$ cat config.mk
export PLATFORM = sky130hd
export DESIGN_NAME = control_sequencer_flat
export DESIGN_NICKNAME = d
export VERILOG_FILES = /design/src/rtl/control_sequencer_if.sv /design/src/rtl/control_sequencer.sv /design/src/flat_wrapper.sv
export SDC_FILE = /design/constraint.sdc
export NUM_CORES = 1
export LEC_CHECK = 0
export ABC_AREA = 1
export CORE_MARGIN = 1
export CORE_UTILIZATION = 41
export DETAILED_ROUTE_END_ITERATION = 8
export HOLD_SLACK_MARGIN = 0.03
export PLACE_DENSITY_LB_ADDON = 0.05
export SYNTH_ARGS = -nofsm -noshare
export SYNTH_HDL_FRONTEND = slang
export SYNTH_SLANG_ARGS = --single-unit
$ cat constraint.sdc
create_clock -name clock -period 2.7 [get_ports clock]
set_input_delay 0.54 -clock clock [delete_from_list [all_inputs] [get_ports clock]]
set_output_delay 0.54 -clock clock [all_outputs]
set_load 0.03 [all_outputs]
$ cat src/rtl/control_sequencer_if.sv
// control_sequencer_if
//   Bundles the control unit's connection to the Datapath.
//   master : control unit side (reads IR/CON_FF/stop, drives every strobe).
//   slave  : Datapath side (drives IR/CON_FF/stop, receives every strobe).
//   Signals
//     IR, CON_FF, stop            Datapath/external -> control unit
//     *out (10)                   bus-drive selects
//     *in  (14)                   register load enables
//     Gra, Grb, Grc               register-field selects
//     IncPC, Read, Write          PC increment, memory strobes
//     alu_op [OPW-1:0]            ALU operation code
//     Run                         1 while an instruction is executing
interface control_sequencer_if #(
  parameter int OPW = 5
);
  logic [31:0]    IR;
  logic           CON_FF;
  logic           stop;

  logic           PCout, Zhighout, Zlowout, MDRout, HIout, LOout;
  logic           InPortout, Cout, BAout, Rout;

  logic           PCin, MARin, MDRin, IRin, Yin, HIin, LOin;
  logic           Zhighin, Zlowin, OutPortin, CONin, Rin;
  logic           InPortin, Cin;

  logic           Gra, Grb, Grc, IncPC, Read, Write;
  logic [OPW-1:0] alu_op;
  logic           Run;

  modport master (
    input  IR, CON_FF, stop,
    output PCout, Zhighout, Zlowout, MDRout, HIout, LOout,
           InPortout, Cout, BAout, Rout,
           PCin, MARin, MDRin, IRin, Yin, HIin, LOin,
           Zhighin, Zlowin, OutPortin, CONin, Rin, InPortin, Cin,
           Gra, Grb, Grc, IncPC, Read, Write, alu_op, Run
  );

  modport slave (
    output IR, CON_FF, stop,
    input  PCout, Zhighout, Zlowout, MDRout, HIout, LOout,
           InPortout, Cout, BAout, Rout,
           PCin, MARin, MDRin, IRin, Yin, HIin, LOin,
           Zhighin, Zlowin, OutPortin, CONin, Rin, InPortin, Cin,
           Gra, Grb, Grc, IncPC, Read, Write, alu_op, Run
  );
endinterface

$ cat src/rtl/control_sequencer.sv
// control_sequencer
//   Hardwired Mini-SRC control unit. A fixed three-step fetch (T0-T2) is
//   followed by opcode-dependent execute steps (T3-T7). Every strobe is a
//   Moore decode of (step, opcode); one step per clock.
//   Ports
//     clock  : single clock, rising edge
//     clear  : synchronous active-low reset
//     bus    : control_sequencer_if.master (IR/CON_FF/stop in, strobes out)
module control_sequencer #(
  parameter int OPW    = 5,
  parameter int NSTEPS = 8
) (
  input  logic                 clock,
  input  logic                 clear,
  control_sequencer_if.master  bus
);

  localparam int STEP_W = $clog2(NSTEPS);

  localparam logic [OPW-1:0] ALU_ADD = OPW'(3);

  // T-states share their encoding with the step index so the low bits
  // can be compared directly against an instruction's last step.
  typedef enum logic [3:0] {
    S_T0    = 4'd0,
    S_T1    = 4'd1,
    S_T2    = 4'd2,
    S_T3    = 4'd3,
    S_T4    = 4'd4,
    S_T5    = 4'd5,
    S_T6    = 4'd6,
    S_T7    = 4'd7,
    S_RESET = 4'd8,
    S_HALT  = 4'd9
  } state_t;

  typedef enum logic [3:0] {
    C_NONE, C_LD, C_LDI, C_ST, C_ALU, C_IMM, C_MULDIV, C_UNARY,
    C_BR, C_JR, C_IN, C_OUT, C_MFHI, C_MFLO, C_HALT
  } op_class_t;

  state_t          state, next_state;
  logic [OPW-1:0]  op;
  op_class_t       cls;
  logic            at_last;
  logic            unused_ir;

  assign op        = bus.IR[31 -: OPW];
  assign unused_ir = ^bus.IR[31-OPW:0];

  function automatic op_class_t classify(input logic [OPW-1:0] o);
    op_class_t c;
    c = C_NONE;
    if      (o == OPW'(0))                       c = C_LD;
    else if (o == OPW'(1))                       c = C_LDI;
    else if (o == OPW'(2))                       c = C_ST;
    else if (o >= OPW'(3)  && o <= OPW'(11))     c = C_ALU;
    else if (o >= OPW'(12) && o <= OPW'(14))     c = C_IMM;
    else if (o == OPW'(15) || o == OPW'(16))     c = C_MULDIV;
    else if (o == OPW'(17) || o == OPW'(18))     c = C_UNARY;
    else if (o == OPW'(19))                      c = C_BR;
    else if (o == OPW'(20))                      c = C_JR;
    else if (o == OPW'(22))                      c = C_IN;
    else if (o == OPW'(23))                      c = C_OUT;
    else if (o == OPW'(24))                      c = C_MFHI;
    else if (o == OPW'(25))                      c = C_MFLO;
    else if (o == OPW'(27))                      c = C_HALT;
    return c;
  endfunction

  // Index of the final step of each instruction class; T2 means the
  // instruction has no execute phase (nop, jal and unassigned opcodes).
  function automatic logic [STEP_W-1:0] last_step(input op_class_t c);
    logic [STEP_W-1:0] s;
    case (c)
      C_LD, C_ST:                s = STEP_W'(7);
      C_MULDIV, C_BR:            s = STEP_W'(6);
      C_LDI, C_ALU, C_IMM:       s = STEP_W'(5);
      C_UNARY:                   s = STEP_W'(4);
      C_JR, C_IN, C_OUT,
      C_MFHI, C_MFLO:            s = STEP_W'(3);
      default:                   s = STEP_W'(2);
    endcase
    return s;
  endfunction

  assign cls     = classify(op);
  assign at_last = (state <= S_T7) && (state[STEP_W-1:0] == last_step(cls));

  always_ff @(posedge clock) begin
    if (!clear) state <= S_RESET;
    else        state <= next_state;
  end

  always_comb begin
    next_state    = state;
    bus.PCout     = 1'b0;
    bus.Zhighout  = 1'b0;
    bus.Zlowout   = 1'b0;
    bus.MDRout    = 1'b0;
    bus.HIout     = 1'b0;
    bus.LOout     = 1'b0;
    bus.InPortout = 1'b0;
    bus.Cout      = 1'b0;
    bus.BAout     = 1'b0;
    bus.Rout      = 1'b0;
    bus.PCin      = 1'b0;
    bus.MARin     = 1'b0;
    bus.MDRin     = 1'b0;
    bus.IRin      = 1'b0;
    bus.Yin       = 1'b0;
    bus.HIin      = 1'b0;
    bus.LOin      = 1'b0;
    bus.Zhighin   = 1'b0;
    bus.Zlowin    = 1'b0;
    bus.OutPortin = 1'b0;
    bus.CONin     = 1'b0;
    bus.Rin       = 1'b0;
    bus.InPortin  = 1'b0;
    bus.Cin       = 1'b0;
    bus.Gra       = 1'b0;
    bus.Grb       = 1'b0;
    bus.Grc       = 1'b0;
    bus.IncPC     = 1'b0;
    bus.Read      = 1'b0;
    bus.Write     = 1'b0;
    bus.alu_op    = '0;
    bus.Run       = 1'b0;

    case (state)
      S_RESET: next_state = S_T0;
      S_HALT:  next_state = S_HALT;
      default: begin
        bus.Run = 1'b1;
        // The halt opcode is recognised at the end of fetch; stop is only
        // honoured once the current instruction has finished.
        if (state == S_T2 && cls == C_HALT) next_state = S_HALT;
        else if (at_last)                   next_state = bus.stop ? S_HALT : S_T0;
        else                                next_state = state_t'(state + 4'd1);
      end
    endcase

    case (state)
      S_T0: begin
        bus.PCout = 1'b1; bus.MARin = 1'b1; bus.IncPC = 1'b1; bus.Zlowin = 1'b1;
      end
      S_T1: begin
        bus.Zlowout = 1'b1; bus.PCin = 1'b1; bus.Read = 1'b1; bus.MDRin = 1'b1;
      end
      S_T2: begin
        bus.MDRout = 1'b1; bus.IRin = 1'b1;
      end
      S_T3: begin
        case (cls)
          C_LD, C_LDI, C_ST: begin
            bus.Grb = 1'b1; bus.BAout = 1'b1; bus.Yin = 1'b1;
          end
          C_ALU, C_IMM: begin
            bus.Grb = 1'b1; bus.Rout = 1'b1; bus.Yin = 1'b1;
          end
          C_MULDIV: begin
            bus.Gra = 1'b1; bus.Rout = 1'b1; bus.Yin = 1'b1;
          end
          C_UNARY: begin
            bus.Grb = 1'b1; bus.Rout = 1'b1; bus.alu_op = op; bus.Zlowin = 1'b1;
          end
          C_BR: begin
            bus.Gra = 1'b1; bus.Rout = 1'b1; bus.CONin = 1'b1;
          end
          C_JR: begin
            bus.Gra = 1'b1; bus.Rout = 1'b1; bus.PCin = 1'b1;
          end
          C_IN: begin
            bus.InPortout = 1'b1; bus.Gra = 1'b1; bus.Rin = 1'b1;
          end
          C_OUT: begin
            bus.Gra = 1'b1; bus.Rout = 1'b1; bus.OutPortin = 1'b1;
          end
          C_MFHI: begin
            bus.HIout = 1'b1; bus.Gra = 1'b1; bus.Rin = 1'b1;
          end
          C_MFLO: begin
            bus.LOout = 1'b1; bus.Gra = 1'b1; bus.Rin = 1'b1;
          end
          default: ;
        endcase
      end
      S_T4: begin
        case (cls)
          C_LD, C_LDI, C_ST: begin
            bus.Cout = 1'b1; bus.alu_op = ALU_ADD; bus.Zlowin = 1'b1;
          end
          C_ALU: begin
            bus.Grc = 1'b1; bus.Rout = 1'b1; bus.alu_op = op; bus.Zlowin = 1'b1;
          end
          C_IMM: begin
            bus.Cout = 1'b1; bus.alu_op = op; bus.Zlowin = 1'b1;
          end
          C_MULDIV: begin
            bus.Grb = 1'b1; bus.Rout = 1'b1; bus.alu_op = op;
            bus.Zhighin = 1'b1; bus.Zlowin = 1'b1;
          end
          C_UNARY: begin
            bus.Zlowout = 1'b1; bus.Gra = 1'b1; bus.Rin = 1'b1;
          end
          C_BR: begin
            bus.PCout = 1'b1; bus.Yin = 1'b1;
          end
          default: ;
        endcase
      end
      S_T5: begin
        case (cls)
          C_LD, C_ST: begin
            bus.Zlowout = 1'b1; bus.MARin = 1'b1;
          end
          C_LDI, C_ALU, C_IMM: begin
            bus.Zlowout = 1'b1; bus.Gra = 1'b1; bus.Rin = 1'b1;
          end
          C_MULDIV: begin
            bus.Zlowout = 1'b1; bus.LOin = 1'b1;
          end
          C_BR: begin
            bus.Cout = 1'b1; bus.alu_op = ALU_ADD; bus.Zlowin = 1'b1;
          end
          default: ;
        endcase
      end
      S_T6: begin
        case (cls)
          C_LD: begin
            bus.Read = 1'b1; bus.MDRin = 1'b1;
          end
          C_ST: begin
            bus.Gra = 1'b1; bus.Rout = 1'b1; bus.MDRin = 1'b1;
          end
          C_MULDIV: begin
            bus.Zhighout = 1'b1; bus.HIin = 1'b1;
          end
          C_BR: begin
            // Branch target is committed only when the condition flop is set.
            bus.Zlowout = 1'b1; bus.PCin = bus.CON_FF;
          end
          default: ;
        endcase
      end
      S_T7: begin
        case (cls)
          C_LD: begin
            bus.MDRout = 1'b1; bus.Gra = 1'b1; bus.Rin = 1'b1;
          end
          C_ST: bus.Write = 1'b1;
          default: ;
        endcase
      end
      default: ;
    endcase
  end

endmodule

$ cat src/flat_wrapper.sv
// flat-port wrapper written by rule: the top's interface ports become plain ports
module control_sequencer_flat 
#(
  parameter int OPW    = 5,
  parameter int NSTEPS = 8
)
  (clock, clear, bus_IR, bus_CON_FF, bus_stop, bus_PCout, bus_Zhighout, bus_Zlowout, bus_MDRout, bus_HIout, bus_LOout, bus_InPortout, bus_Cout, bus_BAout, bus_Rout, bus_PCin, bus_MARin, bus_MDRin, bus_IRin, bus_Yin, bus_HIin, bus_LOin, bus_Zhighin, bus_Zlowin, bus_OutPortin, bus_CONin, bus_Rin, bus_InPortin, bus_Cin, bus_Gra, bus_Grb, bus_Grc, bus_IncPC, bus_Read, bus_Write, bus_alu_op, bus_Run);
  control_sequencer_if #(.OPW(OPW)) bus_i ();
  input  logic clock;
  input  logic clear;
  input wire logic [$bits(bus_i.IR)-1:0] bus_IR;
  input wire logic [$bits(bus_i.CON_FF)-1:0] bus_CON_FF;
  input wire logic [$bits(bus_i.stop)-1:0] bus_stop;
  output wire logic [$bits(bus_i.PCout)-1:0] bus_PCout;
  output wire logic [$bits(bus_i.Zhighout)-1:0] bus_Zhighout;
  output wire logic [$bits(bus_i.Zlowout)-1:0] bus_Zlowout;
  output wire logic [$bits(bus_i.MDRout)-1:0] bus_MDRout;
  output wire logic [$bits(bus_i.HIout)-1:0] bus_HIout;
  output wire logic [$bits(bus_i.LOout)-1:0] bus_LOout;
  output wire logic [$bits(bus_i.InPortout)-1:0] bus_InPortout;
  output wire logic [$bits(bus_i.Cout)-1:0] bus_Cout;
  output wire logic [$bits(bus_i.BAout)-1:0] bus_BAout;
  output wire logic [$bits(bus_i.Rout)-1:0] bus_Rout;
  output wire logic [$bits(bus_i.PCin)-1:0] bus_PCin;
  output wire logic [$bits(bus_i.MARin)-1:0] bus_MARin;
  output wire logic [$bits(bus_i.MDRin)-1:0] bus_MDRin;
  output wire logic [$bits(bus_i.IRin)-1:0] bus_IRin;
  output wire logic [$bits(bus_i.Yin)-1:0] bus_Yin;
  output wire logic [$bits(bus_i.HIin)-1:0] bus_HIin;
  output wire logic [$bits(bus_i.LOin)-1:0] bus_LOin;
  output wire logic [$bits(bus_i.Zhighin)-1:0] bus_Zhighin;
  output wire logic [$bits(bus_i.Zlowin)-1:0] bus_Zlowin;
  output wire logic [$bits(bus_i.OutPortin)-1:0] bus_OutPortin;
  output wire logic [$bits(bus_i.CONin)-1:0] bus_CONin;
  output wire logic [$bits(bus_i.Rin)-1:0] bus_Rin;
  output wire logic [$bits(bus_i.InPortin)-1:0] bus_InPortin;
  output wire logic [$bits(bus_i.Cin)-1:0] bus_Cin;
  output wire logic [$bits(bus_i.Gra)-1:0] bus_Gra;
  output wire logic [$bits(bus_i.Grb)-1:0] bus_Grb;
  output wire logic [$bits(bus_i.Grc)-1:0] bus_Grc;
  output wire logic [$bits(bus_i.IncPC)-1:0] bus_IncPC;
  output wire logic [$bits(bus_i.Read)-1:0] bus_Read;
  output wire logic [$bits(bus_i.Write)-1:0] bus_Write;
  output wire logic [$bits(bus_i.alu_op)-1:0] bus_alu_op;
  output wire logic [$bits(bus_i.Run)-1:0] bus_Run;
  assign bus_i.IR = bus_IR;
  assign bus_i.CON_FF = bus_CON_FF;
  assign bus_i.stop = bus_stop;
  assign bus_PCout = bus_i.PCout;
  assign bus_Zhighout = bus_i.Zhighout;
  assign bus_Zlowout = bus_i.Zlowout;
  assign bus_MDRout = bus_i.MDRout;
  assign bus_HIout = bus_i.HIout;
  assign bus_LOout = bus_i.LOout;
  assign bus_InPortout = bus_i.InPortout;
  assign bus_Cout = bus_i.Cout;
  assign bus_BAout = bus_i.BAout;
  assign bus_Rout = bus_i.Rout;
  assign bus_PCin = bus_i.PCin;
  assign bus_MARin = bus_i.MARin;
  assign bus_MDRin = bus_i.MDRin;
  assign bus_IRin = bus_i.IRin;
  assign bus_Yin = bus_i.Yin;
  assign bus_HIin = bus_i.HIin;
  assign bus_LOin = bus_i.LOin;
  assign bus_Zhighin = bus_i.Zhighin;
  assign bus_Zlowin = bus_i.Zlowin;
  assign bus_OutPortin = bus_i.OutPortin;
  assign bus_CONin = bus_i.CONin;
  assign bus_Rin = bus_i.Rin;
  assign bus_InPortin = bus_i.InPortin;
  assign bus_Cin = bus_i.Cin;
  assign bus_Gra = bus_i.Gra;
  assign bus_Grb = bus_i.Grb;
  assign bus_Grc = bus_i.Grc;
  assign bus_IncPC = bus_i.IncPC;
  assign bus_Read = bus_i.Read;
  assign bus_Write = bus_i.Write;
  assign bus_alu_op = bus_i.alu_op;
  assign bus_Run = bus_i.Run;
  control_sequencer #(.OPW(OPW), .NSTEPS(NSTEPS)) u_core (.clock(clock), .clear(clear), .bus(bus_i));
endmodule
==> summary.md, run 1 <==
| Metric | Value |
|---|---|
| Pwr dens | between 300 and 400 mW/mm² |
| Routed WL per cell | between 10 and 15 µm |
| Fin util | around three quarters |
| Most common cell after layout, fill and taps aside | buf_4 |
| Crit path DAT | between 2 and 2.5 ns |
| Final Instance Area | 0.00204 mm² |
| DRT Wirelength | around 4400 µm |
| Commonest non-fill, non-tap cells in the layout | buf_4, nand2_1, inv_1, nor2_1, nand3_1 |
| Final #Nets | between 300 and 400 |
| IO Port Bufs | 42 |
| TritonCTS clock tree | done |
| Skew final | 0.00737 ns |
| Non-Filler Instances | roughly 360 |
| Die area | ~0.0031 mm² |
| Post-route ant nets | 0 |
| Largest registers | u_core.state (4) |
| All-Layer GR Usage | 28.6% |
| Cts bufs inserted | 3 |
| WP data required | between 2 and 2.5 ns |
| Clk pin slew, worst setup/hold paths | 0.04 ns |
| # DRC | 0 |
| Leak pwr | about 1.1 nW |
| Initial Utilization | 43.2% |
| Post-route clock period utilization | 96.9% |
| Yosys warns | 0 |
| RSZ-0062 raised after global routing | true |
| Vias per cell | 5.12 |
| DP HPWL | around 3400 µm |
| Hold-fix buffers at CTS | 0 |
| Max-capacitance violation count | 0 |
| Post-synthesis sequential area ratio | between 6 and 7% |
| Layout area overhead | 73.3% |
| Critical R2R Launch | u_core.state[0] |
| Starting DRT DRC Count | 74 |
| N_diodes | 0 |
| Hold Vio Cnt, Final | 0 |
| Vias in the first global route | 1623 |
| CTS HTree Levels | 1 |
| Worst skew pair latency | 0.23 ns |
| Total vias in the final route | around 1800 |
| Run status | finished clean |
| Initial antenna violation count | 0 |
| Clock sinks | 4 |
| Post-route minimum period | approximately 2.6 ns |
| Reg2reg end | u_core.state[1] |
| DP Area | 0.00195 mm² |
| Achievable frequency | between 300 and 400 MHz |
| Fraction of final layout cells sized beyond drive strength 1 | between 40 and 50% |
| Worst Reg-to-Reg Cells | 6 |
| Largest net degree at the start of global routing | 8 |
| Die span in y | between 50 and 60 µm |
| Hold path start | u_core.state[2] |
| Slew Limit Fails | 0 |
| Internal reg-to-reg setup slack | about 1.1 ns |
| Reg with most FFs | u_core.state |
| Clock Root Buffer | clkbuf_4 |
| Die width | ~56 µm |
| Cell area after synthesis | between 0.001 and 0.0015 mm² |
| 1st-pass router iterations | 5 |
| Maximum buffer depth of the clock tree | 2 |
| Core area | between 0.002 and 0.003 mm² |
| Placed Cells | ~350 |
| Worst hold path depth | 2 |
| Number of flip-flops under the largest register name | 4 |
| Syn Area/Cell | around 5.2 µm² |
| CP startpoint kind | input pin |
| Setup Total Neg Slack | 0 ns |
| Max VDD drop | between 0.0007 and 0.0008 V |
| Endpoints failing setup | 0 |
| First-pass GRT wire length | between 7000 and 8000 µm |
| Yosys reg bits | 4 |
| Post-Syn Instances | between 200 and 250 |
| WS Path Type | input pin to output pin |
| Row cnt | 19 |
| Final RePlAce weighted congestion | slightly below 1 |
| Hold Crit Class | register to register |
| Number of distinct library cells after synthesis | 31 |
| Total grt overflow | 0 |
| Setup crit end kind | output pin |
| Endpoint with the worst hold slack | u_core.state[2] |
| I/O pin count | 72 |
| Peak fanout along the critical path | 6 |
-- cells in the mapped netlist --
master | number | area, µm²
buf_4 | 3 | 22.5
o41ai_1 | 1 | 8.76
nand3_1 | 27 | 135
inv_2 | 3 | 11.3
nand2_4 | 1 | 11.3
nor4_1 | 2 | 12.5
a21oi_2 | 1 | 8.76
xnor2_1 | 1 | 8.76
nand2_1 | 47 | 176
o21a_1 | 1 | 7.51
o2111ai_1 | 2 | 17.5
nor2_2 | 3 | 18.8
a21oi_1 | 6 | 30.0
xor2_1 | 1 | 8.76
nor4_4 | 1 | 21.3
nand2_2 | 4 | 25.0
ha_1 | 4 | 50.1
o211ai_1 | 1 | 7.51
buf_6 | 1 | 11.3
o21ai_2 | 1 | 8.76
nor3b_1 | 1 | 7.51
nor2_4 | 4 | 45.0
clkbuf_4 | 1 | 7.51
conb_1 | 1 | 3.75
dfxtp_1 | 4 | 80.1
nand3_2 | 2 | 20.0
nand4_1 | 4 | 25.0
o21ai_0 | 13 | 65.1
nor3_1 | 7 | 35.0
nor2_1 | 39 | 146
inv_1 | 38 | 143
-- through the flow --
step	hold slack [ns]	total power, mW	worst slack (ns)
final	0.679	0.798	0.0838
after global routing	0.716	0.862	-0.0167
after CTS	0.671	0.792	0.0105
after detailed placement	0.641	0.698	-0.301
after global placement	0.632	0.694	-0.308
after floorplan	0.576	0.463	0.130
-- layer usage --
metal	vias to the layer above	global-route usage, %	wire (µm)
met5	-	0	0
met4	0	4.29	0
met3	0	2.79	361
met2	86	45.8	1930
met1	825	42.4	2090
li1	923	-	-
-- power breakdown --
group          internal [mW]  leakage (nW)  total, mW  switching (mW)
registers             0.0775        0.0333     0.0999          0.0223
logic                  0.245          1.07      0.624           0.379
clock network         0.0497        0.0138     0.0739          0.0242
-- critical path, cell delays in order --
cell and delay, ns:
dlygate4sd2_1 0.26, inv_2 0.14, buf_4 0.15, nand2_2 0.08
nor2_1 0.20, nand2_1 0.10, nand3_2 0.11, nand3_2 0.09
nand3_2 0.12, o2111ai_2 0.13, buf_6 0.16
-- final cells by class --
cell class / count / area (µm²)
multi-input combinational: 176 / 955
timing repair buffer: 103 / 793
fill: 235 / 689
inverter: 41 / 154
sequential: 4 / 81.3
tap: 31 / 38.8
clock buffer: 3 / 22.5
-- cell families after synthesis --
group	synth area share, %
xor gates and xnor gates	1.48
buffers and inverters	16.5
adders and majority gates	4.24
DFF	6.79
AOI/OAI and AO/OA	13.0
and+or+nand+nor	57.6
other	0.318
-- worst max-delay path by stage --
stage | startpoint | to | slack (ns) | cells after the start
after floorplan | u_core.state[0] | bus_alu_op[0] | 0.13 | 9
after CTS | bus_IR[27] | bus_Rout | 0.01 | 13
final | bus_IR[31] | bus_Rout | 0.08 | 11
after global placement | bus_IR[28] | bus_Rout | -0.31 | 11
after detailed placement | bus_IR[28] | bus_Rout | -0.30 | 12
after global routing | bus_IR[31] | bus_alu_op[4] | -0.02 | 11
-- timing repair --
action,CTS,global route
resized for setup,19,13
buffers inserted,4,0
setup endpoints to repair,27,11
pin swaps,4,3
Power figures use the tool's default switching activity.
==> run 2, diff against run 1 <==
--- a/config.mk
+++ b/config.mk
@@ -6,6 +6,7 @@
 export NUM_CORES = 1
 export LEC_CHECK = 0
 export ABC_AREA = 1
+export CAP_MARGIN = 20
 export CORE_MARGIN = 1
 export CORE_UTILIZATION = 41
 export DETAILED_ROUTE_END_ITERATION = 8
==> results of run 2 <==
The final DEF is identical to that of run 1; final timing and power are the same.
==> run 3, diff against run 2 <==
--- a/config.mk
+++ b/config.mk
@@ -5,10 +5,9 @@
 export SDC_FILE = /design/constraint.sdc
 export NUM_CORES = 1
 export LEC_CHECK = 0
-export ABC_AREA = 1
 export CAP_MARGIN = 20
 export CORE_MARGIN = 1
-export CORE_UTILIZATION = 41
+export CORE_UTILIZATION = 39
 export DETAILED_ROUTE_END_ITERATION = 8
 export HOLD_SLACK_MARGIN = 0.03
 export PLACE_DENSITY_LB_ADDON = 0.05
==> summary.md, run 3 <==
| Metric | Value |
|---|---|
| Run status | finished clean |
| Top Family by Delay on Critical Path | buffers and inverters |
| Die area | 0.00297 mm² (-4.1%) |
| Core area | 0.00254 mm² (-6.9%) |
| EDFF count, synth | 0 (unchanged) |
| Cell area after synthesis | 0.00107 mm² (-8.9%) |
| Internal reg-to-reg setup slack | 0.62 ns (-0.44 ns) |
| IO Port Bufs | 42 (unchanged) |
| Clock Root Buffer | clkbuf_4 |
| Hold Crit Class | register to register |
| Row cnt | 18 (-1) |
| Post-route minimum period | 2.64 ns (+0.0220 ns) |
| Top cells by count, synth | nand2_1, nor2_1, o21ai_0 |
| Storage element area | 80.1 µm² (-1.5%) |
| Hold-fix buffers at CTS | 0 (unchanged) |
| Final #Nets | 278 (-25%) |
| Clk pin slew, worst setup/hold paths | 0.04 ns (about the same) |
| WS Path Type | input pin to output pin |
| Area of the multi-input gates | 938 µm² (-1.7%) |
| Clk pwr share | 9.9% (+0.6 points) |
| Worst Reg-to-Reg Cells | 8 (+2) |
| Layout area overhead | 61.4% |
| Max-capacitance violation count | 0 (unchanged) |
| Fill count | 251 (+6.8%) |
| Largest registers | u_core.state (4) |
| Slew Limit Fails | 0 (unchanged) |
| Non-Filler Instances | 266 (-26%) |
| Yosys reg bits | 4 (unchanged) |
| GRT met3 Usage | 0% (-2.8 points) |
| Worst path cell trace | dlygate4sd2_1 > buf_4 > or3b_4 > o31ai_1 > a22oi_1 > o211ai_1 > buf_4 |
| First-pass GRT wire length | 5560 µm (-22%) |
| Hold path start | u_core.state[2] |
| Total grt overflow | 0 (unchanged) |
| Skew final | 0.00395 ns (-0.00342 ns) |
| Fraction of final layout cells sized beyond drive strength 1 | 38.1% (-2.8 points) |
| Asr flop ratio synth | 0% (unchanged) |
| Post-synthesis sequential area ratio | 7.45% (+0.66 points) |
| Worst Setup SP | bus_IR[28] |
| Initial Utilization | 42.2% (-0.93 points) |
| Clock sinks | 4 (unchanged) |
| Max VDD drop | 0.000434 V (-44%) |
| Peak fanout along the critical path | 7 (+1) |
| Buffer and inverter count on the worst path | 3 (-1) |
| Worst hold path depth | 2 (unchanged) |
| Post-route ant nets | 0 (unchanged) |
| Number of flip-flops under the largest register name | 4 (unchanged) |
| Yosys warns | 0 (unchanged) |
| Critical-path top delay cell | or3b_4 |
| Most common cell after layout, fill and taps aside | buf_4 |
| Final Instance Area | 0.00173 mm² (-15%) |
| Fin util | 68.1% (-6.6 points) |
| Endpoints failing setup | 0 (unchanged) |
| Maximum buffer depth of the clock tree | 2 (unchanged) |
| Vias in the first global route | 1273 (-22%) |
| Reg with most FFs | u_core.state |
| Leak pwr | 0.832 nW (-26%) |
| Global route hottest layer | met2 |
| DRT Wirelength | 3670 µm (-16%) |
| Comb power frac | 75.6% (-2.6 points) |
| Switching share of power | 52.2% (-1.2 points) |
| Most numerous cell in the Yosys netlist | nand2_1 |
| 1st-pass router iterations | 5 (unchanged) |
| Initial antenna violation count | 0 (unchanged) |
| Starting DRT DRC Count | 61 (-18%) |
| Critical R2R Launch | u_core.state[2] |
| CP startpoint kind | input pin |
| Reg2reg end | u_core.state[0] |
| Achievable frequency | 379 MHz (-0.84%) |
| Syn Area/Cell | 6.29 µm² (+20%) |
| Setup crit end kind | output pin |
| Final RePlAce weighted congestion | 0.939 (-3.8%) |
| Routed WL per cell | 13.8 µm (+13%) |
| Pwr dens | 438 mW/mm² (+12%) |
| # DRC | 0 (unchanged) |
| Worst skew pair latency | 0.24 ns (about the same) |
| Total net switching power | 0.396 mW (-6.8%) |
| Placed Cells | 261 (-26%) |
| N_diodes | 0 (unchanged) |
| M2 GR Usage | 45.7% (-0.051 points) |
| Die span in y | 54.5 µm (-2.1%) |
| Commonest non-fill, non-tap cells in the layout | buf_4, nand2_1, nor2_1, o21ai_0, inv_1 |
| Setup Total Neg Slack | 0 ns (unchanged) |
| Largest net degree at the start of global routing | 17 (+9) |
| WP data required | 2.16 ns (about the same) |
| Top post-synthesis cells by area | nand2_1, nor2_1, dfxtp_1 |
| Die width | 54.5 µm (-2.1%) |
| Yosys top cell area share | 9.08% (-5.9 points) |
| Post-route clock period utilization | 97.7% (+0.82 points) |
| Post-Syn Instances | 171 (-24%) |
| Cts bufs inserted | 3 (unchanged) |
| Critical Path Max Stage Delay | 0.41 ns (+0.15 ns) |
| Ys flop type | dfxtp_1 |
| DP Area | 0.00163 mm² (-17%) |
| TritonCTS clock tree | done |
| Largest area contributor in the netlist | nand2_1 |
| Seq pwr share | 14.5% (+2.0 points) |
| Crit path DAT | 2.10 ns (+0.02 ns) |
| I/O pin count | 72 (unchanged) |
| Met1 Resource Use GR | 32.8% (-9.5 points) |
| DP HPWL | 2800 µm (-17%) |
| Top cell by count, worst path | buf_4 |
| Total vias in the final route | 1492 (-19%) |
| RSZ-0062 raised after global routing | false |
| All-Layer GR Usage | 25.5% (-3.2 points) |
| Number of distinct library cells after synthesis | 49 (+58%) |
| Endpoint with the worst hold slack | u_core.state[2] |
| Internal power | 0.364 mW (-2.3%) |
| Final Power | 0.760 mW (-4.7%) |
| Hold Vio Cnt, Final | 0 (unchanged) |
| Vias per cell | 5.61 (+9.5%) |
| CTS HTree Levels | 1 (unchanged) |
## run 3: worst min-delay path: cells and delay by family, from the launching register on
family / cells / cell delay [ns]
and+or+nand+nor: 1 / 0.04
xor gates and xnor gates: 1 / 0.18
DFF: 1 / 0.38
## run 3: logic make-up after synthesis
family	synth area share, %
compound gates	24.6
xor+xnor	4.07
fa+ha+maj	4.66
buf+inv	10.9
flops	7.45
mux	2.79
other cells	0.349
simple gates	45.2
## run 3: how the worst max path moves through the flow
stage | to | slack [ns] | cells past startpoint
detailed placement | bus_Rout | -0.18 | 8
finish | bus_Gra | 0.06 | 7
CTS | bus_PCout | 0.005 | 6
floorplan | bus_MDRin | 0.14 | 7
global placement | bus_Gra | -0.19 | 8
global route | bus_Gra | 0.002 | 8
## run 3: metal layers
layer / vias to the layer above / routed length (µm)
li1: 731 / -
met4: 0 / 0
met3: 0 / 251
met2: 67 / 1850
met1: 694 / 1570
met5: - / 0
## run 3: final cells by class
cell class              instances  share of cell area, %
clock buffers                   3                   1.30
inverters                       8                   1.73
multi-input cells             143                   54.1
flip-flops and latches          4                   4.62
well taps                      30                   2.16
repair buffers                 78                   36.1
## run 3: per-stage QoR
step / setup slack (ns) / hold slack [ns]
global placement: -0.188 / 0.624
global route: 0.00186 / 0.681
finish: 0.0617 / 0.639
CTS: 0.00461 / 0.638
detailed placement: -0.185 / 0.632
floorplan: 0.135 / 0.586
## run 3: timing repair
item	CTS	global route
cloned	0	1
setup endpoints to repair	22	17
buffers inserted	1	0
pin swaps	3	1
resized for setup	16	10
## run 3: power by group through the flow
stage	clock network, mW	logic (mW)	registers, mW
after floorplan	0	0.368	0.100
after global placement	0	0.545	0.109
after detailed placement	0	0.556	0.109
after CTS	0.0813	0.565	0.109
after global routing	0.0835	0.622	0.114
final	0.0750	0.575	0.110
